[src/rtl/debounce_edge_fsm.sv]
// Debouncer with a two-flop synchronizer, a four-state settle FSM and registered edge pulses.
// Optional long-press pulse is enabled by defining DEBOUNCE_LONGPRESS_EN.
module debounce_edge_fsm #(
    parameter int T_DEB  = 5,
    parameter int T_LONG = 50
) (
    input  logic clk,
    input  logic reset,
    input  logic btn_raw,
    output logic level,
    output logic rise,
    output logic fall,
    output logic long_press,
    output logic bouncing
);

    typedef enum logic [1:0] {
        S_LOW,
        S_WAIT_HIGH,
        S_HIGH,
        S_WAIT_LOW
    } state_t;

`ifdef DEBOUNCE_LONGPRESS_EN
    localparam int T_MAX = (T_LONG > T_DEB) ? T_LONG : T_DEB;
`else
    localparam int T_MAX = T_DEB;
`endif
    localparam int TW = $clog2(T_MAX + 1);
    localparam logic [TW-1:0] T_DEB_LAST = TW'(T_DEB - 1);
    localparam logic [TW-1:0] T_SAT      = '1;

    if (T_DEB < 1 || T_DEB > 65535 || T_LONG < 1 || T_LONG > 65535) begin : g_bad_param
        $error("debounce_edge_fsm: T_DEB and T_LONG must be in 1..65535");
    end

    state_t          state_q, state_d;
    logic [TW-1:0]   t_q, t_d;
    logic            sync1_q, sync1_d;
    logic            btn_s_q, btn_s_d;
    logic            level_q, level_d;
    logic            rise_q, rise_d;
    logic            fall_q, fall_d;
    logic            long_press_q, long_press_d;
    logic            bouncing_q, bouncing_d;

    // NOTE: every variable gets a default at the top of always_comb so no path can infer a latch.
    always_comb begin
        sync1_d      = btn_raw;
        btn_s_d      = sync1_q;
        state_d      = state_q;
        rise_d       = 1'b0;
        fall_d       = 1'b0;
        long_press_d = 1'b0;

        // Reversal is tested before timer expiry, so a bounce on the last count wins.
        case (state_q)
            S_LOW: begin
                if (btn_s_q) state_d = S_WAIT_HIGH;
            end
            S_WAIT_HIGH: begin
                if (!btn_s_q) begin
                    state_d = S_LOW;
                end else if (t_q == T_DEB_LAST) begin
                    state_d = S_HIGH;
                    rise_d  = 1'b1;
                end
            end
            S_HIGH: begin
                if (!btn_s_q) state_d = S_WAIT_LOW;
            end
            S_WAIT_LOW: begin
                if (btn_s_q) begin
                    state_d = S_HIGH;
                end else if (t_q == T_DEB_LAST) begin
                    state_d = S_LOW;
                    fall_d  = 1'b1;
                end
            end
            default: state_d = S_LOW;
        endcase

`ifdef DEBOUNCE_LONGPRESS_EN
        long_press_d = (state_q == S_HIGH) && (t_q == TW'(T_LONG - 1));
`endif

        // Saturation keeps t parked above T_LONG-1, so long_press fires once per press.
        if (state_d != state_q)  t_d = '0;
        else if (t_q != T_SAT)   t_d = t_q + 1'b1;
        else                     t_d = t_q;

        level_d    = (state_d == S_HIGH)      || (state_d == S_WAIT_LOW);
        bouncing_d = (state_d == S_WAIT_HIGH) || (state_d == S_WAIT_LOW);
    end

    // NOTE: sequential state uses non-blocking assignments so all flops update from pre-edge values.
    always_ff @(posedge clk) begin
        if (!reset) begin
            state_q      <= S_LOW;
            t_q          <= '0;
            sync1_q      <= 1'b0;
            btn_s_q      <= 1'b0;
            level_q      <= 1'b0;
            rise_q       <= 1'b0;
            fall_q       <= 1'b0;
            long_press_q <= 1'b0;
            bouncing_q   <= 1'b0;
        end else begin
            state_q      <= state_d;
            t_q          <= t_d;
            sync1_q      <= sync1_d;
            btn_s_q      <= btn_s_d;
            level_q      <= level_d;
            rise_q       <= rise_d;
            fall_q       <= fall_d;
            long_press_q <= long_press_d;
            bouncing_q   <= bouncing_d;
        end
    end

    assign level      = level_q;
    assign rise       = rise_q;
    assign fall       = fall_q;
    assign long_press = long_press_q;
    assign bouncing   = bouncing_q;

endmodule

[config.mk]
export PLATFORM = sky130hd
export DESIGN_NAME = debounce_edge_fsm
export DESIGN_NICKNAME = d
export VERILOG_FILES = /design/src/rtl/debounce_edge_fsm.sv
export SDC_FILE = /design/constraint.sdc
export NUM_CORES = 1
export LEC_CHECK = 0
export CORE_AREA = 2 2 39 41
export DETAILED_ROUTE_END_ITERATION = 16
export DIE_AREA = 0 0 41 43
export GPL_ROUTABILITY_DRIVEN = 0
export HOLD_SLACK_MARGIN = 0.05
export PLACE_DENSITY = 0.53
export SYNTH_ARGS = -nofsm -noshare
export SYNTH_HDL_FRONTEND = slang
export SYNTH_SLANG_ARGS = --single-unit
[constraint.sdc]
create_clock -name clk -period 1.4 [get_ports clk]
set_input_delay 0.28 -clock clk [delete_from_list [all_inputs] [get_ports clk]]
set_output_delay 0.28 -clock clk [all_outputs]
set_load 0.02 [all_outputs]
==> flow_results.xml, run 1 <==
<?xml version="1.0" encoding="UTF-8"?>
<metrics>
  <group name="run_status">
    <metric name="status" unit="">complete, no violations</metric>
  </group>
  <group name="route">
    <metric name="routed-via-count" unit="">279</metric>
    <metric name="vias_per_cell" unit="">4.36</metric>
    <metric name="detail_route.wl_per_cell" unit="microns">10.4</metric>
    <metric name="drt_first_iter_violations" unit="">0</metric>
    <metric name="post_route_drc" unit="">0</metric>
    <metric name="detail_route.wirelength" unit="microns">667</metric>
    <metric name="antenna_left" unit="">0</metric>
    <metric name="detailedRoute.firstPassIterationCount" unit="">1</metric>
  </group>
  <group name="final_layout">
    <metric name="diodes" unit="">0</metric>
    <metric name="n_fill_cell" unit="">140</metric>
    <metric name="layout.cells.most_common" unit="">sky130_fd_sc_hd__dfxtp_1</metric>
    <metric name="finalNetCount" unit="">55</metric>
    <metric name="most_frequent_cells_in_the_layout" unit="">9 x sky130_fd_sc_hd__dfxtp_1, 4 x sky130_fd_sc_hd__mux2i_1, 4 x sky130_fd_sc_hd__nor3b_1, 4 x sky130_fd_sc_hd__dlygate4sd2_1</metric>
    <metric name="finalNonFillerCells" unit="">64</metric>
    <metric name="layout-drive-gt1-share" unit="%">16.7</metric>
    <metric name="multi_input_comb_area" unit="sq um">189</metric>
    <metric name="area.growth.synth_to_final" unit="%">27.6</metric>
    <metric name="area.sequential" unit="sq um">201</metric>
  </group>
  <group name="job">
    <metric name="drv_cap" unit="">0</metric>
  </group>
  <group name="sta">
    <metric name="setup_viol" unit="">0</metric>
    <metric name="timing.setup.tns" unit="ns">0</metric>
    <metric name="hold-worst-slack" unit="ns">0.437</metric>
    <metric name="grt_setup_unrepaired" unit="">false</metric>
    <metric name="period_share" unit="%">93.0</metric>
    <metric name="final-max-slew-violation-count" unit="">0</metric>
    <metric name="finalWorstPathRequiredPeriod" unit="ns">1.30</metric>
    <metric name="timing.fmax" unit="MHz">768</metric>
    <metric name="worst_clock_skew" unit="ns">0.00123</metric>
    <metric name="timing.final.hold_violations" unit="">0</metric>
  </group>
  <group name="yosys">
    <metric name="yosys_register_bits" unit="">10</metric>
    <metric name="synth_cells" unit="">38</metric>
    <metric name="ys_types" unit="">17</metric>
    <metric name="synth.area.top_cells" unit="">sky130_fd_sc_hd__dfxtp_1 49%, sky130_fd_sc_hd__mux2i_1 9.8%, sky130_fd_sc_hd__ha_1 9.2%</metric>
    <metric name="fraction_of_the_mapped_netlist_area_in_compound_gates" unit="%">1.84</metric>
    <metric name="yosysTopAreaCellShare" unit="%">49.1</metric>
    <metric name="synth_warnings" unit="">0</metric>
    <metric name="syn-num-nets" unit="">44</metric>
    <metric name="yosysSeqAreaShare" unit="%">49.1</metric>
    <metric name="postSynthAreaPerCell" unit="sq um">10.7</metric>
    <metric name="largest_family_of_logic_cells_by_synthesized_area" unit="">simple AND/OR/NAND/NOR gates</metric>
    <metric name="synth_area_in_adders" unit="%">9.20</metric>
    <metric name="yosys.area_share.simple" unit="%">20.2</metric>
    <metric name="mappedNetlistArea" unit="sq um">408</metric>
    <metric name="yosys.area.top_type" unit="">sky130_fd_sc_hd__dfxtp_1</metric>
    <metric name="post_synthesis_share_of_cell_area_spent_on_xor_and_xnor_gates" unit="%">4.29</metric>
    <metric name="post_synth_mux_area_share" unit="%">9.82</metric>
  </group>
  <group name="cts">
    <metric name="clock_insertion_delay_worst_skew" unit="ns">0.26</metric>
    <metric name="tritoncts.num_buffers" unit="">3</metric>
    <metric name="tritoncts_clock_tree" unit="">built</metric>
    <metric name="post_cts_resize_count" unit="">4</metric>
    <metric name="post_cts.repair.setup_buffers" unit="">0</metric>
    <metric name="max-clock-path-buffers" unit="">2</metric>
    <metric name="clock-root-buffer" unit="">sky130_fd_sc_hd__clkbuf_4</metric>
    <metric name="clk_transition_reported_paths" unit="ns">0.07</metric>
    <metric name="cts_hold_repair.buffers" unit="">0</metric>
    <metric name="cts_sink_cnt" unit="">10</metric>
    <metric name="h-tree-depth" unit="">1</metric>
  </group>
  <group name="grt">
    <metric name="antenna_violations_before_repair" unit="">0</metric>
    <metric name="grt_pass1_vias" unit="">301</metric>
    <metric name="grt_pass1_wl" unit="microns">1230</metric>
    <metric name="overall_global_routing_usage" unit="%">11.2</metric>
    <metric name="grt_start_max_net_pins" unit="">7</metric>
    <metric name="grt_overflow" unit="">0</metric>
  </group>
  <group name="floorplan">
    <metric name="start_util" unit="%">29.5</metric>
    <metric name="floorplan.die.width" unit="microns">41</metric>
    <metric name="ios" unit="">8</metric>
    <metric name="floorplan.die.height" unit="microns">43</metric>
    <metric name="std_cell_rows" unit="">14</metric>
    <metric name="design.core.area" unit="sq um">1380</metric>
    <metric name="die-area" unit="sq um">1760</metric>
  </group>
  <group name="setup_path">
    <metric name="path_cells" unit="">dlygate4sd2_1</metric>
    <metric name="required_worst_endpoint" unit="ns">1.12</metric>
    <metric name="crit_type" unit="">flop to output port</metric>
    <metric name="critical-path-top-delay-family" unit="">flip-flops</metric>
    <metric name="number_of_buffers_and_inverters_on_the_critical_path" unit="">1</metric>
    <metric name="critical_path.endpoint_type" unit="">output port</metric>
    <metric name="cp_data_arrival_time" unit="ns">1.02</metric>
    <metric name="timing.critical_path.from_type" unit="">flop</metric>
    <metric name="critical-path-max-stage-delay" unit="ns">0.40</metric>
    <metric name="crit_slowest_cell" unit="">sky130_fd_sc_hd__dfxtp_1</metric>
    <metric name="timing.critical_path.fanout_max" unit="">5</metric>
  </group>
  <group name="min_path">
    <metric name="hold_path_class" unit="">flop to flop</metric>
  </group>
  <group name="placed_design">
    <metric name="portBuffers" unit="">6</metric>
    <metric name="dp_hpwl" unit="microns">532</metric>
    <metric name="dpl.cell_count" unit="">60</metric>
  </group>
  <group name="pwr">
    <metric name="pwr_dens" unit="nW/um^2">1180</metric>
    <metric name="leakage" unit="nW">0.239</metric>
    <metric name="irDropWorstVdd" unit="uV">442</metric>
  </group>
</metrics>
-- power breakdown --
part | internal, mW | total (mW) | switching (mW)
registers | 0.297 | 0.306 | 0.00926
logic | 0.0260 | 0.0493 | 0.0233
clock network | 0.158 | 0.258 | 0.100
total | 0.481 | 0.614 | 0.133
-- metal layers --
layer / track usage, % / vias up / share of wire (%)
met1: 11.7 / 128 / 42
met2: 16.9 / 6 / 53
met3: 3.14 / 0 / 5.1
met4: 10.0 / 0 / 0
li1: - / 145 / -
met5: 0 / - / 0
-- layout make-up --
| type | count | area share [%] |
|---|---|---|
| inverters | 3 | 2.16 |
| flip-flops and latches | 10 | 38.7 |
| well taps | 16 | 3.85 |
| repair buffers | 7 | 12.0 |
| multi-input cells | 24 | 36.3 |
| clock buffers | 4 | 6.97 |
-- registers in the layout (all words and copies together) (netlist names) --
signal,cells
fall,1
btn_s_q,1
level,1
t_q,3
rise,1
btn_s_d,1
bouncing,1
state_q,1
-- stage by stage --
step | total power, mW | worst slack (ns) | cell area (sq um) | util [%]
detailed placement | 0.362 | 0.0550 | 488 | 35.3
global placement | 0.359 | 0.131 | 488 | 35.3
global route | 0.660 | 0.0355 | 520 | 37.6
CTS | 0.626 | 0.0846 | 519 | 37.5
floorplan | 0.345 | 0.215 | 408 | -
finish | 0.614 | 0.0980 | 520 | 37.6
-- kinds of logic (layout without fill, tap and decap cells) --
logic type,Yosys count,after routing
AND/OR/NAND/NOR,13,13
flip-flops,10,10
multiplexers,4,4
buffers and inverters,4,14
adder cells (fa/ha/maj),3,3
XOR/XNOR,2,2
other,1,1
AO/OA/AOI/OAI,1,1
-- cells in the mapped netlist --
| master | number |
|---|---|
| sky130_fd_sc_hd__a21boi_0 | 1 |
| sky130_fd_sc_hd__and2_1 | 2 |
| sky130_fd_sc_hd__and3_2 | 2 |
| sky130_fd_sc_hd__buf_4 | 1 |
| sky130_fd_sc_hd__conb_1 | 1 |
| sky130_fd_sc_hd__dfxtp_1 | 10 |
| sky130_fd_sc_hd__ha_1 | 3 |
| sky130_fd_sc_hd__inv_1 | 3 |
| sky130_fd_sc_hd__mux2i_1 | 4 |
| sky130_fd_sc_hd__nand2_1 | 1 |
| sky130_fd_sc_hd__nand3_1 | 1 |
| sky130_fd_sc_hd__nand4_1 | 1 |
| sky130_fd_sc_hd__nor2_1 | 1 |
| sky130_fd_sc_hd__nor2b_1 | 1 |
| sky130_fd_sc_hd__nor3b_1 | 4 |
| sky130_fd_sc_hd__xnor2_1 | 1 |
| sky130_fd_sc_hd__xor2_1 | 1 |
-- final timing paths --
kind | from | endpoint | slack (ns) | cells after the start
worst max-delay path | level | level | 0.1 | 1
worst min-delay path | btn_s_d | btn_s_q | 0.44 | 1
worst max register to register | t_q[1] | t_q[1] | 0.18 | 5
worst min register to register | btn_s_d | btn_s_q | 0.44 | 1
No activity file was read; power rests on OpenSTA's default activity.
==> run 2: changes to the inputs <==
- CELL_PAD_IN_SITES_DETAIL_PLACEMENT: default -> 1
- CELL_PAD_IN_SITES_GLOBAL_PLACEMENT: default -> 1
- PLACE_DENSITY: 0.53 -> 0.64
==> run 2 against run 1 <==
Effect of this change: global-route usage is 0.12 points higher; power is 0.62% higher; final cell count stayed put; cell area is 0.24% lower; flip-flop and latch count stayed put; wire length is 11% higher; critical path depth stayed put; non-clock buffer count stayed put; worst hold slack worse by 0.0033 ns; die area stayed put; sequential share of layout area is 0.15 points lower; clock power hardly changed; largest cell class unchanged.
==> flow_results.xml, run 2 (synthesis gave the netlist of run 1 again) <==
<?xml version="1.0" encoding="UTF-8"?>
<metrics>
  <group name="run_status">
    <metric name="status" unit="">complete, no violations</metric>
  </group>
  <group name="route">
    <metric name="post_route_drc" unit="">0</metric>
    <metric name="drt_first_iter_violations" unit="">0</metric>
    <metric name="vias_per_cell" unit="">4.59</metric>
    <metric name="detailedRoute.firstPassIterationCount" unit="">1</metric>
    <metric name="antenna_left" unit="">0</metric>
    <metric name="detail_route.wirelength" unit="microns">743</metric>
    <metric name="routed-via-count" unit="">294</metric>
    <metric name="detail_route.wl_per_cell" unit="microns">11.6</metric>
  </group>
  <group name="setup_path">
    <metric name="critical-path-top-delay-family" unit="">flip-flops</metric>
    <metric name="cp_data_arrival_time" unit="ns">1.03</metric>
    <metric name="number_of_buffers_and_inverters_on_the_critical_path" unit="">1</metric>
    <metric name="crit_slowest_cell" unit="">sky130_fd_sc_hd__dfxtp_1</metric>
    <metric name="timing.critical_path.fanout_max" unit="">5</metric>
    <metric name="timing.critical_path.from_type" unit="">flop</metric>
    <metric name="crit_type" unit="">flop to output port</metric>
    <metric name="critical-path-max-stage-delay" unit="ns">0.41</metric>
    <metric name="required_worst_endpoint" unit="ns">1.12</metric>
    <metric name="critical_path.endpoint_type" unit="">output port</metric>
    <metric name="path_cells" unit="">dlygate4sd2_1</metric>
  </group>
  <group name="grt">
    <metric name="grt_pass1_wl" unit="microns">1260</metric>
    <metric name="antenna_violations_before_repair" unit="">0</metric>
    <metric name="grt_use_met2" unit="%">16.9</metric>
    <metric name="grt_overflow" unit="">0</metric>
    <metric name="grt_pass1_vias" unit="">306</metric>
    <metric name="overall_global_routing_usage" unit="%">11.3</metric>
    <metric name="grt_use_met1" unit="%">11.1</metric>
    <metric name="grt_start_max_net_pins" unit="">7</metric>
    <metric name="met3_usage" unit="%">4.71</metric>
    <metric name="busiest_layer" unit="">met2</metric>
  </group>
  <group name="final_layout">
    <metric name="largest_register_ffs" unit="">3</metric>
    <metric name="finalNetCount" unit="">55</metric>
    <metric name="diodes" unit="">0</metric>
    <metric name="layout-drive-gt1-share" unit="%">14.6</metric>
    <metric name="multi_input_comb_area" unit="sq um">189</metric>
    <metric name="n_fill_cell" unit="">166</metric>
    <metric name="post-route-util" unit="%">37.5</metric>
    <metric name="most_frequent_cells_in_the_layout" unit="">10 x sky130_fd_sc_hd__dfxtp_1, 4 x sky130_fd_sc_hd__mux2i_1, 4 x sky130_fd_sc_hd__nor3b_1, 4 x sky130_fd_sc_hd__dlygate4sd2_1</metric>
    <metric name="layout.cells.most_common" unit="">sky130_fd_sc_hd__dfxtp_1</metric>
    <metric name="largest_reg_by_ff_count" unit="">t_q</metric>
    <metric name="area.growth.synth_to_final" unit="%">27.3</metric>
    <metric name="area.sequential" unit="sq um">200</metric>
  </group>
  <group name="sta">
    <metric name="setup_viol" unit="">0</metric>
    <metric name="final-max-slew-violation-count" unit="">0</metric>
    <metric name="hold-worst-slack" unit="ns">0.434</metric>
    <metric name="period_share" unit="%">93.8</metric>
    <metric name="timing.fmax" unit="MHz">762</metric>
    <metric name="timing.final.hold_violations" unit="">0</metric>
    <metric name="grt_setup_unrepaired" unit="">false</metric>
    <metric name="timing.setup.tns" unit="ns">0</metric>
    <metric name="worst_clock_skew" unit="ns">0.00366</metric>
    <metric name="finalWorstPathRequiredPeriod" unit="ns">1.31</metric>
  </group>
  <group name="cts">
    <metric name="cts_sink_cnt" unit="">10</metric>
    <metric name="clock-root-buffer" unit="">sky130_fd_sc_hd__clkbuf_4</metric>
    <metric name="h-tree-depth" unit="">1</metric>
    <metric name="tritoncts_clock_tree" unit="">built</metric>
    <metric name="post_cts.repair.setup_buffers" unit="">0</metric>
    <metric name="clk_transition_reported_paths" unit="ns">0.07</metric>
    <metric name="tritoncts.num_buffers" unit="">3</metric>
    <metric name="clock_insertion_delay_worst_skew" unit="ns">0.27</metric>
    <metric name="max-clock-path-buffers" unit="">2</metric>
  </group>
  <group name="pwr">
    <metric name="leakage" unit="nW">0.239</metric>
    <metric name="pwr_dens" unit="nW/um^2">1190</metric>
    <metric name="irDropWorstVdd" unit="uV">492</metric>
  </group>
  <group name="floorplan">
    <metric name="floorplan.die.width" unit="microns">41</metric>
    <metric name="start_util" unit="%">29.5</metric>
    <metric name="die-area" unit="sq um">1760</metric>
    <metric name="std_cell_rows" unit="">14</metric>
    <metric name="ios" unit="">8</metric>
    <metric name="floorplan.die.height" unit="microns">43</metric>
    <metric name="design.core.area" unit="sq um">1380</metric>
  </group>
  <group name="placed_design">
    <metric name="portBuffers" unit="">6</metric>
    <metric name="dp_hpwl" unit="microns">602</metric>
  </group>
  <group name="job">
    <metric name="drv_cap" unit="">0</metric>
  </group>
  <group name="min_path">
    <metric name="hold_path_class" unit="">flop to flop</metric>
  </group>
</metrics>
run 2: cell counts in the layout (fill, tap and decap cells not counted):
Identical to the previous run, type by type.
run 2: per-layer routing:
metal,up-vias,share of wire [%]
met5,-,0
met4,0,3.5
met3,4,5.8
met2,9,51
met1,138,39
li1,143,-
run 2: worst paths after layout:
kind / start / end / slack, ns / cells after the start
hold / removal: btn_s_d / btn_s_q / 0.43 / 1
setup reg to reg: t_q[0] / t_q[2] / 0.11 / 5
setup / recovery: level / level / 0.09 / 1
hold reg to reg: btn_s_d / btn_s_q / 0.43 / 1
run 2: timing repair:
item | 4_1_cts | 5_1_grt
setup endpoints to repair | 4 | 0
hold buffers | 0 | 0
resized for setup | 4 | 0
run 2: area by class of cell:
type,instances,share of cell area [%]
Sequential cell,10,38.6
Multi-Input combinational cell,24,36.4
Timing Repair Buffer,7,12.0
Clock buffer,4,6.99
Tap cell,16,3.86
Inverter,3,2.17
run 2: through the flow:
step / setup slack, ns / instances / power, mW / cell area, sq um
after global routing: 0.0158 / 64 / 0.656 / 519
after global placement: 0.132 / 60 / 0.359 / 488
after floorplan: 0.215 / 38 / 0.345 / 408
after detailed placement: 0.0891 / 60 / 0.366 / 488
after CTS: 0.0670 / 64 / 0.633 / 519
final: 0.0871 / 64 / 0.617 / 519
run 2: where the power goes:
group	internal, mW	switching (mW)
Combinational	0.0265	0.0255
Clock	0.158	0.102
Sequential	0.296	0.00946
run 2: worst register-to-register path, delay by kind of cell, from the launching register on:
family	cells	cell delay [ns]
flip-flops	1	0.38
AND/OR/NAND/NOR	1	0.22
multiplexers	1	0.15
adder cells (fa/ha/maj)	1	0.22
buffers and inverters	1	0.06
AO/OA/AOI/OAI	1	0.18
